**config.mk**
```make
export PLATFORM = sky130hd
export DESIGN_NAME = multdiv_ctrl
export DESIGN_NICKNAME = d
export VERILOG_FILES = /design/src/rtl/multdiv_pkg.sv /design/src/rtl/md_hold_reg.sv /design/src/rtl/multdiv_ctrl.sv
export SDC_FILE = /design/constraint.sdc
export NUM_CORES = 1
export LEC_CHECK = 0
export BUFFER_PORTS_ARGS = -buffer_cell sky130_fd_sc_hd__buf_2
export CORE_MARGIN = 10
export CORE_UTILIZATION = 50
export CTS_BUF_LIST = sky130_fd_sc_hd__clkbuf_16
export CTS_CLUSTER_DIAMETER = 30
export CTS_CLUSTER_SIZE = 20
export DETAILED_ROUTE_END_ITERATION = 7
export GPL_TIMING_DRIVEN = 0
export PLACE_DENSITY_LB_ADDON = 0.08
export SETUP_SLACK_MARGIN = 0.4
export SYNTH_ARGS = -nofsm -noshare
export SYNTH_HDL_FRONTEND = slang
export SYNTH_SLANG_ARGS = --single-unit
```
**constraint.sdc**
```tcl
create_clock -name clk_i -period 2.1 [get_ports clk_i]
set_input_delay 0.42 -clock clk_i [delete_from_list [all_inputs] [get_ports clk_i]]
set_output_delay 0.42 -clock clk_i [all_outputs]
set_load 0.02 [all_outputs]
```
**src/rtl/multdiv_pkg.sv**
```systemverilog
// Shared types and constants for the multiply/divide sequencing controller.
package multdiv_pkg;

  typedef enum logic [1:0] {
    StIdle  = 2'd0,
    StStart = 2'd1,
    StBusy  = 2'd2,
    StDone  = 2'd3
  } state_e;

  localparam int unsigned DefaultMaxCycles = 40;

  // Exception flag reported when the unit never answers.
  localparam logic TimeoutExc = 1'b1;

endpackage

```
**src/rtl/md_hold_reg.sv**
```systemverilog
// Enabled holding register with asynchronous active-low reset.
module md_hold_reg #(
  parameter int unsigned Width = 32
) (
  input  logic             clk_i,
  input  logic             rst_ni,
  input  logic             en_i,
  input  logic [Width-1:0] d_i,
  output logic [Width-1:0] q_o
);

  logic [Width-1:0] q_q;

  always_ff @(posedge clk_i or negedge rst_ni) begin
    if (!rst_ni) begin
      q_q <= '0;
    end else if (en_i) begin
      q_q <= d_i;
    end
  end

  assign q_o = q_q;

endmodule

```
**src/rtl/multdiv_ctrl.sv**
```systemverilog
// Sequences one mult/div op at a time: start pulse, stall, bounded wait for the
// result, and a writeback latch handed over under valid/ack with flush support.
module multdiv_ctrl
  import multdiv_pkg::*;
#(
  parameter int unsigned MaxCycles = DefaultMaxCycles
) (
  input  logic        clk_i,
  input  logic        rst_ni,
  input  logic        op_valid_i,
  input  logic        op_is_div_i,
  input  logic [31:0] op_ir_i,
  input  logic        flush_i,
  input  logic        md_ready_i,
  input  logic [31:0] md_result_i,
  input  logic        md_exception_i,
  output logic        md_ctrl_mult_o,
  output logic        md_ctrl_div_o,
  output logic        stall_o,
  output logic        wb_valid_o,
  output logic [31:0] wb_result_o,
  output logic [31:0] wb_ir_o,
  output logic        wb_exception_o,
  input  logic        wb_ack_i
);

  localparam int unsigned CntW = $clog2(MaxCycles + 1);
  localparam logic [CntW-1:0] CntLast = CntW'(MaxCycles - 1);

  state_e          state_q, state_d;
  logic [CntW-1:0] cnt_q, cnt_d;
  logic            is_div_q, is_div_d;
  logic [31:0]     ir_q, ir_d;
  logic            exc_q, exc_d;
  logic            wb_load;
  logic [31:0]     wb_result_d;

  always_comb begin
    state_d     = state_q;
    cnt_d       = cnt_q;
    is_div_d    = is_div_q;
    ir_d        = ir_q;
    exc_d       = exc_q;
    wb_load     = 1'b0;
    wb_result_d = '0;
    unique case (state_q)
      StIdle: begin
        if (op_valid_i && !flush_i) begin
          is_div_d = op_is_div_i;
          ir_d     = op_ir_i;
          state_d  = StStart;
        end
      end
      StStart: begin
        if (flush_i) begin
          state_d = StIdle;
        end else begin
          cnt_d   = '0;
          state_d = StBusy;
        end
      end
      StBusy: begin
        // Flush beats a result; a result beats the timeout.
        if (flush_i) begin
          state_d = StIdle;
        end else if (md_ready_i) begin
          wb_load     = 1'b1;
          wb_result_d = md_result_i;
          exc_d       = md_exception_i;
          state_d     = StDone;
        end else if (cnt_q == CntLast) begin
          wb_load = 1'b1;
          exc_d   = TimeoutExc;
          state_d = StDone;
        end else begin
          cnt_d = cnt_q + 1'b1;
        end
      end
      StDone: begin
        if (flush_i || wb_ack_i) begin
          state_d = StIdle;
        end
      end
      default: state_d = StIdle;
    endcase
  end

  always_ff @(posedge clk_i or negedge rst_ni) begin
    if (!rst_ni) begin
      state_q  <= StIdle;
      cnt_q    <= '0;
      is_div_q <= 1'b0;
      ir_q     <= '0;
      exc_q    <= 1'b0;
    end else begin
      state_q  <= state_d;
      cnt_q    <= cnt_d;
      is_div_q <= is_div_d;
      ir_q     <= ir_d;
      exc_q    <= exc_d;
    end
  end

  md_hold_reg #(
    .Width(32)
  ) u_result_reg (
    .clk_i (clk_i),
    .rst_ni(rst_ni),
    .en_i  (wb_load),
    .d_i   (wb_result_d),
    .q_o   (wb_result_o)
  );

  md_hold_reg #(
    .Width(32)
  ) u_ir_reg (
    .clk_i (clk_i),
    .rst_ni(rst_ni),
    .en_i  (wb_load),
    .d_i   (ir_q),
    .q_o   (wb_ir_o)
  );

  // Outputs decode flops only, so no input reaches an output combinationally.
  assign md_ctrl_mult_o = (state_q == StStart) && !is_div_q;
  assign md_ctrl_div_o  = (state_q == StStart) && is_div_q;
  assign stall_o        = (state_q != StIdle);
  assign wb_valid_o     = (state_q == StDone);
  assign wb_exception_o = exc_q;

endmodule

```
# ---- Word-level counts from Yosys, hierarchy flattened
# Index checks and enable logic that the tools add are counted.
dict set report totals {
  inputBits 72
  reg_bits 106
  mem_bits_ro 0
  n_memories 0
  wordCells 55
  latch_bits 0
  ramBits 0
}
dict set report op_classes {
  multipliers 0
  bitwise_logic 1
  div 0
  order_cmp 0
  add_sub_neg 1
  eq_ne 11
  n_mux 21
  shift 0
  n_reduce_logical 14
}
# op count
set ops {}
lappend ops {{32-bit two-way mux} 3}
lappend ops {{6-bit two-way mux} 4}
lappend ops {{2-bit two-way mux} 6}
lappend ops {{6-bit one-hot mux with 2 select lines} 1}
lappend ops {{2-bit != test, second input constant} 5}
lappend ops {{2-bit one-hot mux with 4 select lines} 1}
lappend ops {{6-bit by 1-bit adder with 6-bit output, second input constant} 1}
lappend ops {{6-bit == test, second input constant} 1}
lappend ops {{1-bit two-way mux} 6}
lappend ops {{3-bit AND reduction} 2}
lappend ops {{2-bit nonzero test} 3}
lappend ops {{5-bit AND reduction} 1}
lappend ops {{2-bit == test, second input constant} 2}
lappend ops {{4-bit != test, second input constant} 1}
lappend ops {{1-bit logical AND} 3}
lappend ops {{2-bit by 1-bit == test with 1-bit output, second input constant} 1}
lappend ops {{1-bit logical NOT} 2}
lappend ops {{2-bit logical NOT} 1}
lappend ops {{2-bit by 1-bit != test with 1-bit output, second input constant} 1}
lappend ops {{2-bit AND reduction} 1}
lappend ops {{1-bit logical OR} 1}
lappend ops {{1-bit inverter} 1}

# ---- Logic depth before layout (Yosys ltp)
# Gate-level depths: netlist of the first run.
dict set report logic_depth {
  word_depth 5
  depth_mapped 6
  ltp_nobuf 4
}

# ---- Modules after synthesis
# A second synthesis of the first run with hierarchy kept.
dict set report hier_totals {
  hier_cells 307
  area_unflattened_um2 4728.3
}
# mod area_each_um2 cells_per_inst instances
set modules_own_cells {}
lappend modules_own_cells {md_hold_reg 1345.0 68 2}
lappend modules_own_cells {multdiv_ctrl 2038.2 171 1}

# ---- Worst setup path after synthesis of the first run
# No wires, ideal clock.
dict set report synth_timing {
  kind {reg2reg}
  start {register cnt_q[0]}
  end {register u_ir_reg.q_q[10] (netlist: u_ir_reg.q_o[10])}
  synth_period_minus_slack_ns 1.644
  t_required_ns 1.975
  slack_ns 0.456
  arrival_ns 1.519
  setup_ns 0.125
  stages_incl_launch_ff 6
  path_cell_list {dfrtp_1 ha_1 a31o_2 nand2_4 buf_6 mux2_2}
}
dict set report synth_between {
  elab_chain_cells 5
}
# element line
set synth_lines {}
lappend synth_lines {{start, declared} multdiv_ctrl.sv:31} ;# logic [CntW-1:0] cnt_q, cnt_d;
lappend synth_lines {{start signal, assigned} multdiv_ctrl.sv:97} ;# cnt_q <= cnt_d;
lappend synth_lines {{6-bit == test} multdiv_ctrl.sv:71} ;# end else if (cnt_q == CntLast) begin
lappend synth_lines {{1-bit two-way mux} multdiv_ctrl.sv:71}
lappend synth_lines {{1-bit two-way mux} multdiv_ctrl.sv:66} ;# end else if (md_ready_i) begin
lappend synth_lines {{1-bit two-way mux} multdiv_ctrl.sv:64} ;# if (flush_i) begin
lappend synth_lines {{1-bit two-way mux} multdiv_ctrl.sv:46} ;# unique case (state_q)
lappend synth_lines {{end signal, assigned} md_hold_reg.sv:18} ;# q_q <= d_i;
lappend synth_lines {{end, declared} md_hold_reg.sv:12} ;# logic [Width-1:0] q_q;
# No other way between the ends.
# A chain may end at the register's enable or synchronous reset.

# ---- Worst setup path in the final report of the first run
dict set report layout_timing {
  start {register cnt_q[3]}
  end {register u_ir_reg.q_q[7] (netlist: u_ir_reg.q_o[7])}
}
# The elaborated chain is that of the path after synthesis.

==> results of run 1 <==
## final cells by class
class	instances	area (sq um)	share of cell area [%]
Inverter	6	27.53	0.5106
Sequential cell	106	2655	49.25
Clock buffer	9	225.2	4.177
Multi-Input combinational cell	143	1364	25.30
Clock inverter	6	36.28	0.6730
Antenna cell	1	2.502	0.04641
Timing Repair Buffer	148	820.8	15.22
Tap cell	102	127.6	2.367
Buffer	15	132.6	2.460
## per-stage QoR
step	setup slack, ns	area (sq um)	instances
detailed placement	0.2816	4936	513
CTS	0.3627	5265	531
floorplan	0.4559	4078	270
global placement	-0.4686	4906	512
global route	0.3448	5389	535
finish	0.4045	5391	536
## worst paths after layout
kind	cells past startpoint	start	end
worst max register to register	5	cnt_q[3]	u_ir_reg.q_o[7]
max in group asynchronous	2	rst_ni	cnt_q[3]
worst min register to register	1	u_ir_reg.q_o[7]	u_ir_reg.q_o[7]
min in group clk_i	2	wb_ack_i	state_q[1]
worst max-delay path	5	cnt_q[3]	u_ir_reg.q_o[7]
worst min-delay path	1	rst_ni	is_div_q
## metal layers
metal  wire length, microns  GRT usage (%)
met5                      0              0
met2                   4608          25.38
met1                   3847          18.20
met3                   1221          6.268
met4                    100          4.954
## Yosys cell counts (all sizes together)
| cell type | instances | area [sq um] |
|---|---|---|
| o2bb2ai | 2 | 17.52 |
| nor3 | 3 | 20.02 |
| mux2 | 65 | 732.0 |
| clkbuf | 3 | 11.26 |
| nand2 | 6 | 30.03 |
| a22o | 32 | 280.3 |
| a31oi | 3 | 18.77 |
| o32ai | 1 | 8.760 |
| a32o | 1 | 10.01 |
| xnor2 | 1 | 8.760 |
| o21ai | 3 | 15.01 |
| nand3 | 2 | 10.01 |
| xor2 | 1 | 8.760 |
| dfrtp | 106 | 2653 |
| or3b | 1 | 8.760 |
| a32oi | 1 | 8.760 |
| a21oi | 3 | 15.01 |
| a21o | 1 | 7.510 |
| or2 | 1 | 6.260 |
| nor2 | 6 | 22.52 |
| inv | 6 | 22.52 |
| ha | 1 | 12.51 |
| and3 | 3 | 18.77 |
| buf | 12 | 77.57 |
| a311o | 1 | 10.01 |
| nor3b | 1 | 12.51 |
| a211oi | 1 | 7.510 |
| a31o | 2 | 17.52 |
| o22ai | 1 | 6.260 |
## flip-flops by register name, indices dropped and copies added, names as in the netlist
| name | cells |
|---|---|
| cnt_q | 6 |
| u_result_reg.q_o | 32 |
| state_q | 2 |
| wb_exception_o | 1 |
| is_div_q | 1 |
| u_ir_reg.q_o | 32 |
| ir_q | 32 |
## critical path, delay by kind of cell (launching register included)
family	cells	cell delay, ns
flip-flops	1	0.46
AO/OA/AOI/OAI	1	0.23
buffers and inverters	1	0.19
multiplexers	1	0.30
AND/OR/NAND/NOR	2	0.39
## power by group
part           internal [mW]  switching, mW
clock network          0.788          0.690
registers               2.77          0.382
logic                   1.02           1.32
total                   4.58           2.39
## cells by family (layout without fill, tap and decap cells)
| group | Yosys count | after routing | synth area share (%) |
|---|---|---|---|
| XOR/XNOR | 2 | 2 | 0.4297 |
| multiplexers | 65 | 65 | 17.95 |
| adder cells (fa/ha/maj) | 1 | 1 | 0.3068 |
| AO/OA/AOI/OAI | 52 | 52 | 10.37 |
| AND/OR/NAND/NOR | 23 | 23 | 3.161 |
| flip-flops | 106 | 106 | 65.05 |
| buffers and inverters | 21 | 184 | 2.731 |
| other | 0 | 1 | 0 |
## what timing repair did
| item | 4_1_cts | 5_1_grt |
|---|---|---|
| pin swaps | 0 | 1 |
| endpoints found under the setup margin | 90 | 99 |
| gates cloned | 0 | 2 |
| resized for setup | 16 | 16 |
| setup buffers | 3 | 2 |
==> flow_summary.toml, run 1 <==
[cts]
hold_buffers = 0
cts_tree = "yes"
htree_levels = 3
clock_sinks = 106
clk_latency_ns = 0.33
clk_pin_slew_ns = 0.07
numCtsBuffers = 9
clk_path_buf_depth = 2
cts-root-buf = "clkbuf_16"

[worst_setup_path]
cp_max_fo = 10
endpoint_kind = "register"
worstSetupPathType = "register to register"
max_stage_delay_ns = 0.46
start_kind = "register"
crit_chain = "nor3b_4, a31o_4, nand2_8, buf_8, mux2_1"
arrival_ns = 1.92
critPathRequiredTime_ns = 2.32
cp_slowest_cell = "dfrtp_1"
rrSetupSlack_ns = 0.40

[sta]
maxSlewViolCount = 0
layout_min_cycle_time_ns = 1.696
fin_crit_sh_pct = 80.74
relSlewSlack_pct = 56.75
rsz0062_at_grt = "true"
whs_ns = 0.1245
max_slew.worst_pin.slew_ns = 0.6487
finalSetupViolCount = 0
clock.fmax_mhz = 589.8
hold_viol = 0
fin_tns_setup_ns = 0
finClkSkew_ns = 0.006531

[synthesis]
syn-num-nets = 343
syn_area_sq_um = 4078
synth_seq_cells = 106
synth_area_per_cell_sq_um = 15.10
ys_types = 35
ys_warn_count = 0
ys_seq_area_share_pct = 65.05
postSynthCellCount = 270

[floorplan]
num_rows = 32
start_util_pct = 51.96
core_area_sq_um = 7848
dieWidth_microns = 110.3
die_y_microns = 110.3
io_pins = 141
fp.dieArea_sq_um = 12170

[worst_hold_path]
hold_path.class = "primary input to asynchronous set/reset pin"

[place]
dpl.hpwl_mm = 7.162
globalplace.congestion = 0.8419
io_buffer_count = 140

[flow_run]
drv_cap = 0

[grt]
grt_pass1_wl_mm = 14.77
grtUsageTotal_pct = 15.47
grt-ovfl-total = 0
grt_max_degree = 57
antenna_found_initial = 1
grt_pass1_vias = 2969

[finish]
layout_common_cells = "140 x buf_2, 104 x dfrtp_1, 64 x mux2_2"
final_util_pct = 68.70
final_layout_size_suffix_gt1_share_pct = 58.43
area_delta_synth_final_pct = 32.22
nets = 502
nFillCells = 603
final_common_cell = "buf_2"

[power]
p_per_area_nw_per_um2 = 1293
p_leak_nw = 2.723
p_total_mw = 6.973
peakVddDrop_mv = 0.6517

[routing]
detail-route-antenna-nets = 0
drc = 0
via_per_inst = 5.287
drt_iter0_markers = 87
avgRoutedWirePerCell_microns = 18.24
wl_mm = 9.777
via_count = 2834
drt_first_pass_iters = 4

[run_status]
outcome = "complete, no violations"
Note: power is estimated with default switching activity, not from simulation.
==> run 2: changes to the inputs <==
==> constraint.sdc (replaced) <==
create_clock -name clk_i -period 1.6 [get_ports clk_i]
set_input_delay 0.32 -clock clk_i [delete_from_list [all_inputs] [get_ports clk_i]]
set_output_delay 0.32 -clock clk_i [all_outputs]
set_load 0.02 [all_outputs]
==> run 2 against run 1 <==
The run now ends with negative setup slack left. First-iteration DRC count rose by 45%. Maximum frequency up 4.4%. Combinational power up 120%. Sequential share of layout area fell by 10 points. Via count rose by 15%. Critical path depth rose by 1. Global-route usage grew 3.9 points. Cell count rose by 13%. Highest routed layer unchanged. Wire length increased by 29%. Largest cell class unchanged. Register-to-register slack worse by 0.43 ns.
==> flow_summary.toml, run 2 (synthesis gave the netlist of run 1 again) <==
[cts]
clk_pin_slew_ns = 0.07
cts_tree = "yes"
clk_latency_ns = 0.35
htree_levels = 3
numCtsBuffers = 9
clock_sinks = 106
cts-root-buf = "clkbuf_16"
clk_path_buf_depth = 2

[sta]
clock.fmax_mhz = 615.7
hold_viol = 0
fin_tns_setup_ns = -0.1535
max_slew.worst_pin.slew_ns = 0.7445
rsz0062_at_grt = "true"
relSlewSlack_pct = 50.37
maxSlewViolCount = 0
finClkSkew_ns = 0.009672
fin_crit_sh_pct = 101.5
layout_min_cycle_time_ns = 1.624
finalSetupViolCount = 12
setup_ws_ns = -0.02428

[worst_setup_path]
worstSetupPathType = "register to register"
crit_path_start = "state_q[1]"
worstReg2RegStart = "state_q[1]"
critPathRequiredTime_ns = 1.82
start_kind = "register"
endpoint_kind = "register"
arrival_ns = 1.85
cp_max_fo = 7

[finish]
area_delta_synth_final_pct = 68.00
final_layout_size_suffix_gt1_share_pct = 67.33
nets = 573
n_antenna_cell = 0
fin_area_sq_um = 6850
layout_common_cells = "103 x dfrtp_1, 78 x buf_6, 72 x buf_2"
final_common_cell = "dfrtp_1"
final_util_pct = 87.29

[place]
dpl.hpwl_mm = 7.409
globalplace.congestion = 0.8682
detailedPlace.worstSlack_ns = -0.09266
io_buffer_count = 140
dpl-instance-area_sq_um = 5187

[routing]
drt_iter0_markers = 126
wl_mm = 12.66
via_count = 3251
drt_first_pass_iters = 4
avgRoutedWirePerCell_microns = 20.85
detail-route-antenna-nets = 0
drc = 0
via_per_inst = 5.356

[power]
p_total_mw = 11.53
p_leak_nw = 3.435
peakVddDrop_mv = 0.9139
p_per_area_nw_per_um2 = 1684

[floorplan]
dieWidth_microns = 110.3
start_util_pct = 51.96
fp.dieArea_sq_um = 12170
io_pins = 141
die_y_microns = 110.3
num_rows = 32
core_area_sq_um = 7848

[run_status]
violations = "negative setup slack"
outcome = "finished with violations"

[grt]
grt_pass1_vias = 3476
grt_pass1_wl_mm = 18.26
grt-ovfl-total = 0
grt_max_degree = 58
grtUsageTotal_pct = 19.33
antenna_found_initial = 0

[worst_hold_path]
hold_path.class = "primary input to asynchronous set/reset pin"

[flow_run]
drv_cap = 0
==> run 2: per-layer routing <==
layer | vias up | track usage [%] | part of all wire (%)
met5 | - | 0 | 0
met4 | 0 | 7.064 | 1.7
met3 | 19 | 5.107 | 7.4
li1 | 1457 | - | -
met1 | 1644 | 23.63 | 39
met2 | 131 | 32.28 | 52
==> run 2: stage by stage <==
step / hold slack, ns / std cells
final: 0.04133 / 607
after detailed placement: 0.4294 / 513
after CTS: 0.06519 / 582
after global placement: 0.4785 / 512
after global routing: 0.08465 / 607
after floorplan: 0.02441 / 270
==> run 2: worst paths after layout <==
| path | slack, ns | to | cells after the start |
|---|---|---|---|
| setup / recovery | -0.02 | u_result_reg.q_o[6] | 6 |
| hold / removal | 0.04 | u_result_reg.q_o[2] | 1 |
| setup reg to reg | -0.02 | u_result_reg.q_o[6] | 6 |
| hold reg to reg | 0.51 | u_ir_reg.q_o[21] | 1 |
| max in group asynchronous | 0.87 | u_ir_reg.q_o[1] | 2 |
| min in group clk_i | 0.17 | state_q[1] | 2 |
==> run 2: layout make-up <==
cell class / count / area, sq um
Tap cell: 102 / 127.6
Inverter: 6 / 27.53
Buffer: 15 / 242.7
Sequential cell: 106 / 2656
Fill cell: 335 / 997.2
Clock inverter: 7 / 52.55
Timing Repair Buffer: 219 / 1927
Clock buffer: 9 / 225.2
Multi-Input combinational cell: 143 / 1592
==> run 2: where the power goes <==
group          switching [mW]  internal (mW)
Clock                    1.01           1.07
Combinational            2.07           3.03
Sequential              0.710           3.65
Total                    3.78           7.75
==> run 2: timing repair <==
action | CTS | global route
hold buffers | 0 | 0
buffers inserted | 47 | 25
endpoints found under the setup margin | 168 | 174
pin swaps | 3 | 5
gates cloned | 6 | 0
gates resized for setup | 168 | 38
==> run 2: critical path, cell delays in order (launching register included) <==
cell	delay, ns
dfrtp_2	0.48
inv_4	0.09
nor3_4	0.29
nand2_8	0.13
buf_12	0.17
clkbuf_16	0.15
a22o_1	0.18
==> run 3: changes to the inputs <==
--- a/config.mk
+++ b/config.mk
@@ -6,6 +6,7 @@
 export NUM_CORES = 1
 export LEC_CHECK = 0
 export BUFFER_PORTS_ARGS = -buffer_cell sky130_fd_sc_hd__buf_2
+export CORE_ASPECT_RATIO = 0.5
 export CORE_MARGIN = 10
 export CORE_UTILIZATION = 50
 export CTS_BUF_LIST = sky130_fd_sc_hd__clkbuf_16
@@ -14,7 +15,7 @@
 export DETAILED_ROUTE_END_ITERATION = 7
 export GPL_TIMING_DRIVEN = 0
 export PLACE_DENSITY_LB_ADDON = 0.08
-export SETUP_SLACK_MARGIN = 0.4
+export SETUP_SLACK_MARGIN = 0.3
 export SYNTH_ARGS = -nofsm -noshare
 export SYNTH_HDL_FRONTEND = slang
 export SYNTH_SLANG_ARGS = --single-unit
==> run 3 against run 2 <==
The run still ends with negative setup slack left. Worst hold slack improved by 0.13 ns. Clock power decreased by 2%. Clock-buffer cell count is the same. Power down 15%. Non-clock buffer count down 41. Utilization is 9.9 points lower. Largest power group is now sequential cells.
==> flow_summary.toml, run 3 (synthesis gave the netlist of run 1 again) <==
[finish]
layout_common_cells = "135 x buf_2, 103 x dfrtp_1, 47 x mux2_4"
nFillCells = 506
area_delta_synth_final_pct = 51.37
final_layout_size_suffix_gt1_share_pct = 64.66
final_common_cell = "buf_2"
nets = 532
n_antenna_cell = 0

[cts]
numCtsBuffers = 9
clk_path_buf_depth = 2
clk_pin_slew_ns = 0.07
clk_latency_ns = 0.34
clock_sinks = 106
htree_levels = 3
cts_tree = "yes"
cts-root-buf = "clkbuf_16"

[run_status]
violations = "negative setup slack"
outcome = "finished with violations"

[floorplan]
start_util_pct = 51.15
core_area_sq_um = 7971
num_rows = 23
fp.dieArea_sq_um = 12390
io_pins = 141
die_y_microns = 83.86
dieWidth_microns = 147.7

[worst_hold_path]
hold_path.class = "primary input to register"
hold_depth = 2
worstHoldStart = "wb_ack_i"
min_to = "state_q[1]"

[routing]
avgRoutedWirePerCell_microns = 20.11
via_count = 2999
drt_iter0_markers = 129
drt_first_pass_iters = 4
drc = 0
via_per_inst = 5.207
detail-route-antenna-nets = 0
wl_mm = 11.58

[worst_setup_path]
worstSetupPathType = "register to register"
start_kind = "register"
critPathRequiredTime_ns = 1.83
crit_chain = "buf_6, nor2_4, and3_4, buf_12, clkbuf_16, mux2_4"
max_stage_delay_ns = 0.47
cp_slowest_cell = "dfrtp_2"
worstReg2RegStart = "state_q[1]"
arrival_ns = 1.89
endpoint_kind = "register"
cp_max_fo = 8
crit_family = "flip-flops"
crit_buf_inv = 3
rrSetupSlack_ns = -0.06
r2r_end = "ir_q[18]"
rr_worst_depth = 6

[grt]
antenna_found_initial = 0
grtUsageTotal_pct = 18.20
grt-ovfl-total = 0
grt_pass1_wl_mm = 18.00
grt_max_degree = 70
grt_pass1_vias = 3282

[sta]
clock.fmax_mhz = 600.6
max_slew.worst_pin.slew_ns = 0.3791
maxSlewViolCount = 0
layout_min_cycle_time_ns = 1.665
fin_tns_setup_ns = -1.772
fin_crit_sh_pct = 104.1
setup_ws_ns = -0.06490
relSlewSlack_pct = 74.73
finClkSkew_ns = 0.009263
finalSetupViolCount = 57
hold_viol = 0
rsz0062_at_grt = "true"

[place]
globalplace.congestion = 0.8263
io_buffer_count = 140
dpl.hpwl_mm = 7.613

[power]
p_total_mw = 9.852
p_per_area_nw_per_um2 = 1596
p_leak_nw = 3.162
peakVddDrop_mv = 0.9805

[flow_run]
drv_cap = 0
## run 3: cell types whose count changed in the layout (fill, tap and decap cells not counted), sizes merged
| cell | before | now |
|---|---|---|
| clkbuf | 11 | 16 |
| dlygate4sd3 | 0 | 1 |
| buf | 232 | 185 |
| clkinvlp | 1 | 2 |
| clkinv | 3 | 4 |
| inv | 9 | 7 |
## run 3: power by group
group	switching, mW	total, mW	internal, mW	leakage [nW]
Sequential	0.558	4.20	3.64	1.30
Clock	0.976	2.03	1.05	0.127
Combinational	1.88	3.63	1.75	1.73
Total	3.41	9.85	6.44	3.16
## run 3: worst register-to-register path, delay by kind of cell (launching register included)
kind,cells,cell delay [ns]
buf+inv,3,0.47
flops,1,0.47
simple gates,2,0.31
mux,1,0.30
## run 3: routing by layer
layer  GRT usage (%)  part of all wire [%]  vias to the layer above
met4           4.204                  0.50                        0
met3           6.926                   6.4                        8
met5               0                     0                        -
met1           21.69                    43                     1535
met2           30.58                    50                       83
li1                -                     -                     1373
## run 3: layout make-up
class,count,area [sq um],area share (%)
Buffer,15,227.7,3.689
Clock buffer,9,225.2,3.649
Clock inverter,7,45.04,0.7298
Inverter,6,30.03,0.4865
Multi-Input combinational cell,143,1644,26.64
Sequential cell,106,2656,43.04
Tap cell,112,140.1,2.270
Timing Repair Buffer,178,1204,19.50
## run 3: stage by stage
stage               hold slack, ns  setup WS, ns  cells  util, %  area, sq um
global placement            0.4787       -0.9923    522    64.73         5160
CTS                         0.1606      -0.01683    564    73.85         5887
floorplan                  0.02441       0.04090    270        -         4319
global route                0.1499       -0.1047    576    77.43         6172
finish                      0.1674      -0.06490    576    77.43         6172
detailed placement          0.3352       -0.1360    523    65.11         5190
## run 3: how the worst max path moves through the flow
stage	startpoint	to	slack (ns)	depth (start not counted)
5_1_grt	state_q[0]	cnt_q[3]	-0.10	4
6_report	state_q[1]	ir_q[18]	-0.06	6
2_1_floorplan	cnt_q[4]	u_ir_reg.q_o[10]	0.04	5
3_5_place_dp	state_q[1]	u_result_reg.q_o[13]	-0.14	6
4_1_cts	cnt_q[3]	u_ir_reg.q_o[27]	-0.02	6
3_3_place_gp	rst_ni	state_q[0]	-0.99	1
## run 3: what timing repair did
item / CTS / global route
endpoints found under the setup margin: 109 / 178
pin swaps: 6 / 4
gates cloned: 2 / 4
hold endpoints to repair: 37 / 0
hold buffers: 1 / 0
resized for setup: 49 / 29
setup buffers: 22 / 8
